===== src/rtl/arb_pkg.sv =====
// rtl/arb_pkg.sv - shared types and helpers for the arbiter request collector
package arb_pkg;

    localparam int MAX_PORTS = 32;
    localparam int IDX_W     = 5;

    typedef enum logic {
        OUT_EMPTY = 1'b0,
        OUT_FULL  = 1'b1
    } out_state_t;

    function automatic int port_w(input int n);
        return (n > 1) ? $clog2(n) : 1;
    endfunction

    // Callers zero-extend their grant vector to MAX_PORTS bits.
    function automatic logic [IDX_W-1:0] onehot_to_idx(input logic [MAX_PORTS-1:0] vec);
        logic [IDX_W-1:0] idx;
        idx = '0;
        for (int i = 0; i < MAX_PORTS; i++) begin
            if (vec[i]) begin
                idx = idx | IDX_W'(i);
            end
        end
        return idx;
    endfunction

endpackage


===== src/rtl/arb_req_slot.sv =====
// rtl/arb_req_slot.sv - one-entry payload slot for a single requesting port
module arb_req_slot #(
    parameter int DATA_W = 8
) (
    input  logic              clk,
    input  logic              reset,
    input  logic              load,
    input  logic              unload,
    input  logic [DATA_W-1:0] load_data,
    output logic              full,
    output logic [DATA_W-1:0] data
);

    // load only ever fires on an empty slot and unload on a full one,
    // so the two are mutually exclusive.
    always_ff @(posedge clk or posedge reset) begin
        if (reset) begin
            full <= 1'b0;
            data <= '0;
        end else if (load) begin
            full <= 1'b1;
            data <= load_data;
        end else if (unload) begin
            full <= 1'b0;
        end
    end

endmodule


===== src/rtl/arb_req_collector.sv =====
// rtl/arb_req_collector.sv - per-port request slots feeding a granted output stage
module arb_req_collector
    import arb_pkg::*;
#(
    parameter int  NUM_PORTS = 4,
    parameter int  DATA_W    = 8,
    localparam int PORT_W    = port_w(NUM_PORTS)
) (
    input  logic                        clk,
    input  logic                        reset,
    input  logic [NUM_PORTS-1:0]        in_valid_i,
    output logic [NUM_PORTS-1:0]        in_ready_o,
    input  logic [NUM_PORTS*DATA_W-1:0] in_data_i,
    output logic [NUM_PORTS-1:0]        req_o,
    input  logic [NUM_PORTS-1:0]        gnt_i,
    output logic                        out_valid_o,
    input  logic                        out_ready_i,
    output logic [DATA_W-1:0]           out_data_o,
    output logic [PORT_W-1:0]           out_port_o,
    output logic                        gnt_err_o
);

    logic [NUM_PORTS-1:0] full;
    logic [NUM_PORTS-1:0] load;
    logic [NUM_PORTS-1:0] unload;
    logic [DATA_W-1:0]    slot_data [NUM_PORTS];

    logic                 take;
    logic                 gnt_any;
    logic                 gnt_onehot;
    logic                 gnt_hits_req;
    logic                 gnt_legal;
    logic                 gnt_illegal;
    logic [DATA_W-1:0]    sel_data;
    logic [PORT_W-1:0]    gnt_idx;

    out_state_t           out_state;
    out_state_t           out_state_next;

    assign in_ready_o = ~full;
    assign req_o      = full;
    assign load       = in_valid_i & ~full;
    assign unload     = gnt_legal ? gnt_i : '0;

    for (genvar k = 0; k < NUM_PORTS; k++) begin : g_slot
        arb_req_slot #(
            .DATA_W(DATA_W)
        ) u_slot (
            .clk      (clk),
            .reset    (reset),
            .load     (load[k]),
            .unload   (unload[k]),
            .load_data(in_data_i[k*DATA_W +: DATA_W]),
            .full     (full[k]),
            .data     (slot_data[k])
        );
    end

    // Legality uses the registered full vector, so a slot loading this edge is not grantable.
    assign take         = ~out_valid_o | out_ready_i;
    assign gnt_any      = |gnt_i;
    assign gnt_onehot   = gnt_any && ((gnt_i & (gnt_i - 1'b1)) == '0);
    assign gnt_hits_req = |(gnt_i & full);
    assign gnt_legal    = take & gnt_onehot & gnt_hits_req;
    assign gnt_illegal  = take & gnt_any & ~(gnt_onehot & gnt_hits_req);
    assign gnt_idx      = PORT_W'(onehot_to_idx(MAX_PORTS'(gnt_i)));

    always_comb begin
        sel_data = '0;
        for (int k = 0; k < NUM_PORTS; k++) begin
            if (gnt_i[k]) begin
                sel_data = sel_data | slot_data[k];
            end
        end
    end

    always_ff @(posedge clk or posedge reset) begin
        if (reset) begin
            out_state <= OUT_EMPTY;
        end else begin
            out_state <= out_state_next;
        end
    end

    always_comb begin
        out_state_next = out_state;
        case (out_state)
            OUT_EMPTY: if (gnt_legal) out_state_next = OUT_FULL;
            OUT_FULL: begin
                if (gnt_legal) begin
                    out_state_next = OUT_FULL;
                end else if (out_ready_i) begin
                    out_state_next = OUT_EMPTY;
                end
            end
            default: out_state_next = OUT_EMPTY;
        endcase
    end

    assign out_valid_o = (out_state == OUT_FULL);

    always_ff @(posedge clk or posedge reset) begin
        if (reset) begin
            out_data_o <= '0;
            out_port_o <= '0;
            gnt_err_o  <= 1'b0;
        end else begin
            if (gnt_legal) begin
                out_data_o <= sel_data;
                out_port_o <= gnt_idx;
            end
            if (gnt_illegal) begin
                gnt_err_o <= 1'b1;
            end
        end
    end

endmodule


===== config.mk =====
export PLATFORM = sky130hd
export DESIGN_NAME = arb_req_collector
export DESIGN_NICKNAME = d
export VERILOG_FILES = /design/src/rtl/arb_pkg.sv /design/src/rtl/arb_req_slot.sv /design/src/rtl/arb_req_collector.sv
export SDC_FILE = /design/constraint.sdc
export NUM_CORES = 1
export LEC_CHECK = 0
export BUFFER_PORTS_ARGS = -buffer_cell sky130_fd_sc_hd__buf_2
export CAP_MARGIN = 20
export CORE_MARGIN = 2
export CORE_UTILIZATION = 47
export DETAILED_ROUTE_END_ITERATION = 10
export GPL_TIMING_DRIVEN = 0
export PLACE_DENSITY = 0.73
export SLEW_MARGIN = 10
export SYNTH_ARGS = -nofsm -noshare
export SYNTH_HDL_FRONTEND = slang
export SYNTH_HIERARCHICAL = 1
export SYNTH_SLANG_ARGS = --single-unit
export TNS_END_PERCENT = 30

===== constraint.sdc =====
create_clock -name clk -period 1.59 [get_ports clk]
set_input_delay 0.318 -clock clk [delete_from_list [all_inputs] [get_ports clk]]
set_output_delay 0.318 -clock clk [all_outputs]
set_load 0.02 [all_outputs]

# Word-level counts from Yosys, hierarchy flattened
# Cells that the tools add are included.
dict set report word_totals {
  ff_bits 48
  latch_bits 0
  ramBits 0
  rom_bits 0
  inputBits 43
  n_memories 0
}
dict set report classes {
  n_addsub 1
  mul 0
  n_div 0
  magnitude_cmp 0
  n_eq_ne 0
  shifts 0
  muxes 20
  bitwise 15
  reduce_logical 8
}
# op count
set op_table {}
lappend op_table {{8-bit two-way mux} 4}
lappend op_table {{8-bit OR} 3}
lappend op_table {{4-bit bitwise AND} 3}
lappend op_table {{1-bit two-way mux} 12}
lappend op_table {{2-bit nonzero test} 4}
lappend op_table {{4-bit OR reduction} 2}
lappend op_table {{1-bit bitwise AND} 5}
lappend op_table {{4-bit logical NOT} 1}
lappend op_table {{2-bit two-way mux} 2}
lappend op_table {{4-bit two-way mux} 1}
lappend op_table {{4-bit inverter} 1}
lappend op_table {{4-bit by 1-bit subtractor with 4-bit output (second input constant)} 1}
lappend op_table {{1-bit inverter} 2}
lappend op_table {{1-bit case mux with 2 select lines} 1}
lappend op_table {{1-bit logical AND} 1}
lappend op_table {{1-bit OR} 1}

# Longest topological paths before layout
dict set report logic_depth {
  word_depth 9
  mapped_depth 8
  mapped_depth_nobuf 6
}

# Modules after synthesis
# Netlist, hierarchy kept.
# mod n_inst cells_each area_per_inst_um2 seq_area_each_um2
set by_module_without_submodules {}
lappend by_module_without_submodules {arb_req_slot 4 21 372.9 225.2}
lappend by_module_without_submodules {arb_req_collector 1 85 815.8 300.3}

# Worst setup path after synthesis
# OpenSTA, ideal clock, no wires.
dict set report synth_path {
  path_type {register -> register}
  from {reg g_slot[2].u_slot.full}
  to {reg out_data_o[2]}
  setup_time_ns 0.125
  arrival_ns 1.457
  path_slack_ns 0.008
  stages_incl_launch_ff 6
  path_cell_list {dfrtp_1 -> inv_1 -> o221ai_2 -> nand3_4 -> buf_6 -> mux2_4}
}
dict set report synth_between {
  elab_chain_len 3
}
# item line_no
set synth_lines {}
lappend synth_lines {{from (decl)} arb_req_slot.sv:10} ;# output logic full,
lappend synth_lines {{from (signal assigned)} arb_req_slot.sv:18} ;# full <= 1'b0;
lappend synth_lines {{from (signal assigned)} arb_req_slot.sv:21} ;# full <= 1'b1;
lappend synth_lines {{from (signal assigned)} arb_req_slot.sv:24} ;# full <= 1'b0;
lappend synth_lines {{4-bit bitwise AND} arb_req_collector.sv:63} ;# assign gnt_hits_req = |(gnt_i & full);
lappend synth_lines {{4-bit OR reduction} arb_req_collector.sv:63}
lappend synth_lines {{1-bit bitwise AND} arb_req_collector.sv:64} ;# assign gnt_legal = take & gnt_onehot & gnt_hits_req;
lappend synth_lines {{to (signal assigned)} arb_req_collector.sv:109} ;# out_data_o <= sel_data;
lappend synth_lines {{to (decl)} arb_req_collector.sv:18} ;# output logic [DATA_W-1:0] out_data_o,
# No other way between the ends.
# A chain may end at the register's enable or synchronous reset.

# Final worst setup path
dict set report layout_path {
  from {reg g_slot[0].u_slot.full}
  to {reg out_data_o[3]}
}
dict set report layout_between {
  elab_chain_len 3
}
# item line_no
set layout_lines {}
lappend layout_lines {{from (decl)} arb_req_slot.sv:10}
lappend layout_lines {{from (signal assigned)} arb_req_slot.sv:18}
lappend layout_lines {{from (signal assigned)} arb_req_slot.sv:21}
lappend layout_lines {{from (signal assigned)} arb_req_slot.sv:24}
lappend layout_lines {{4-bit bitwise AND} arb_req_collector.sv:63}
lappend layout_lines {{4-bit OR reduction} arb_req_collector.sv:63}
lappend layout_lines {{1-bit bitwise AND} arb_req_collector.sv:64}
# No other way between the ends.

==> qor.yml <==
synth:
  synth_top_family_by_area: "multiplexers"
  synth_top_cell_area_share_pct: 52.1
  yosysSeqAreaShare_pct: 52.1
  synth_compound_area_share_pct: 8.51
  netlist_instances: 169
  synthXorXnorAreaFrac_pct: 0.380
  yosys.area.top_type: "dfrtp_1"
  yosys.area_share.simple_pct: 5.86
  syn-num-nets: 212
  ys.warnings.count: 6
  yosys_most_used_dff: "dfrtp_1"
  synthAdderAreaFrac_pct: 0
  synthDistinctLibCells: 22
  muxShareOfSynthArea_pct: 26.2
  syn-cell-area_um2: 2310
  synth_area_leaders: "dfrtp_1, mux2_4, a22oi_1, inv_1, buf_6"
  ys_async_sr_fraction_pct: 100
  synth_edf_count: 0
  synth_seq_cells: 48
  syn_avg_cell_area_um2: 13.7
clock_tree:
  clk_pin_slew_ns: 0.08
  clockBufferDepth: 2
  cts_tree: "done"
  root_buffer: "clkbuf_8"
  clkSinkCount: 48
  cts_max_level: 2
  clock_latency_ns: 0.29
  numCtsBuffers: 5
floorplanning:
  ios: 63
  dieArea_um2: 5490
  fp.dieW_um: 74.1
  num_rows: 25
  coreArea_um2: 4720
  initial_core_util_pct: 48.8
  die_h_um: 74.1
drt:
  drt_wl_total_um: 4650
  drc_errors: 0
  drt.antenna.violating_nets: 0
  drt_pass1_iterations: 4
  first_iter_violations: 83
  num_vias: 1516
  via_per_inst: 4.94
  drt-wirelength-per-cell_um: 15.1
power_and_ir_drop:
  ir_drop_mv: 0.767
  p_leak_uw: 0.00142
  total_power_uw: 5080
  powerDensity_nw_per_um2: 1810
global_route:
  grt_max_degree: 15
  use_met3_pct: 4.61
  grt_pass1_wl_um: 7370
  grt_pass1_vias: 1577
  busiest_layer: "met2"
  grt_usage_pct: 18.4
  grt_overflow: 0
  use_met2_pct: 32.1
  grt.met1_usage_pct: 22.7
  antenna_found_initial: 0
final_layout:
  num_antenna_cells: 0
  final_nets: 282
  layout_commonest_cell: "buf_2"
  stdcell_count: 307
  syn_to_final_growth_pct: 21.7
  final.fill_count: 401
  stdcell_area_um2: 2810
  final_cell_mix: "buf_2, dfrtp_1, mux2_4"
  drive_gt1_share_pct: 53.8
sta:
  tightestPinTransition_ns: 0.476
  maxSlewViolCount: 0
  fmax_mhz: 669
  setup_viol: 0
  tns_ns: 0
  hold_slack_ns: 0.0167
  post-route-period-util_pct: 94.0
  relSlewSlack_pct: 68.3
  fin_skew_ns: 0.00305
  hold_viol_final: 0
  min_period_ns: 1.50
  rsz0062_at_grt: "no"
place:
  gp_congestion: 0.740
  place_inst: 298
  dp_hpwl_um: 3590
  io_buffers: 62
  placed_area_um2: 2700
setup_path:
  required_ns: 1.77
  r2r-end: "out_data_o[3]"
  critical_path.startpoint: "g_slot[0].u_slot/full"
  end_kind: "register"
  path_max_fanout: 10
  reg2regPathDepth: 5
  cp-endpoint: "out_data_o[3]"
  crit_arrival_ns: 1.67
  start_kind: "register"
  critPathKind: "register to register"
  r2r_setup_slack_ns: 0.09
  r2r_start: "g_slot[0].u_slot/full"
status:
  outcome: "complete, no violations"
hold_path:
  hold_class: "input pin to async pin"
flow_run:
  cap_violations: 0
-- worst min path at each step --
stage	startpoint	end	slack, ns	depth (start not counted)
after global placement	reset	g_slot[0].u_slot/data[7]	0.34	2
after floorplan	reset	g_slot[0].u_slot/data[0]	0.15	1
after CTS	reset	g_slot[0].u_slot/data[1]	0.02	2
final	reset	g_slot[0].u_slot/data[1]	0.02	2
after global routing	reset	g_slot[2].u_slot/data[0]	0.04	2
after detailed placement	reset	g_slot[0].u_slot/data[6]	0.34	2
-- routing by layer --
layer,share of wire [%],up-vias,routed length [µm]
met2,50,47,2310
met1,44,744,2040
met4,1.2,0,55
met3,5.2,5,241
met5,0,-,0
li1,-,720,-
-- state kept, by name (all words and copies together), names as in the netlist --
signal / flops
gnt_err_o: 1
out_data_o: 8
g_slot.u_slot/data: 32
out_valid_o: 1
out_port_o: 2
g_slot.u_slot/full: 4
-- kinds of logic after synthesis --
logic type                after synthesis
DFF                                    48
muxes                                  42
buffers and inverters                  28
and+or+nand+nor                        26
AOI/OAI and AO/OA                      24
xor gates and xnor gates                1
-- per-stage QoR --
step	util, %	worst slack [ns]
after floorplan	-	0.00779
after global placement	57.2	-0.117
after detailed placement	57.2	-0.150
after CTS	59.2	0.0245
after global routing	59.4	0.00467
final	59.4	0.0947
-- synthesized netlist by cell type, types with 2 or more instances --
library cell,instances
a21o_2,4
a22oi_1,17
buf_6,6
clkbuf_1,2
dfrtp_1,48
inv_1,18
mux2_2,4
mux2_4,36
mux2i_1,2
nand2_1,10
nor2_1,7
nor2b_1,4
nor4b_1,2
-- repair_timing --
action,in CTS,in global routing
setup buffers,0,1
hold buffers,0,0
gates resized for setup,0,2
setup endpoints to repair,0,4
-- worst max-delay path: stages, from the launching register on --
cell,delay [ns]
dfrtp_1,0.41
a22oi_2,0.20
o221ai_2,0.14
nand3_4,0.14
buf_6,0.18
mux2_4,0.31
-- where the power goes --
group / internal (µW) / switching [µW]
Combinational: 1240 / 926
Clock: 347 / 378
Sequential: 1820 / 374
-- area by class of cell --
class | instances | area (µm²) | share of cell area, %
buffer | 9 | 88.8 | 3.16
clock buffer | 6 | 82.6 | 2.94
clock inverter | 2 | 10.0 | 0.357
inverter | 19 | 71.3 | 2.54
multi-input combinational | 93 | 951 | 33.9
sequential | 48 | 1200 | 42.8
tap | 67 | 83.8 | 2.99
timing repair buffer | 63 | 318 | 11.3
(Power assumes the default switching activity.)
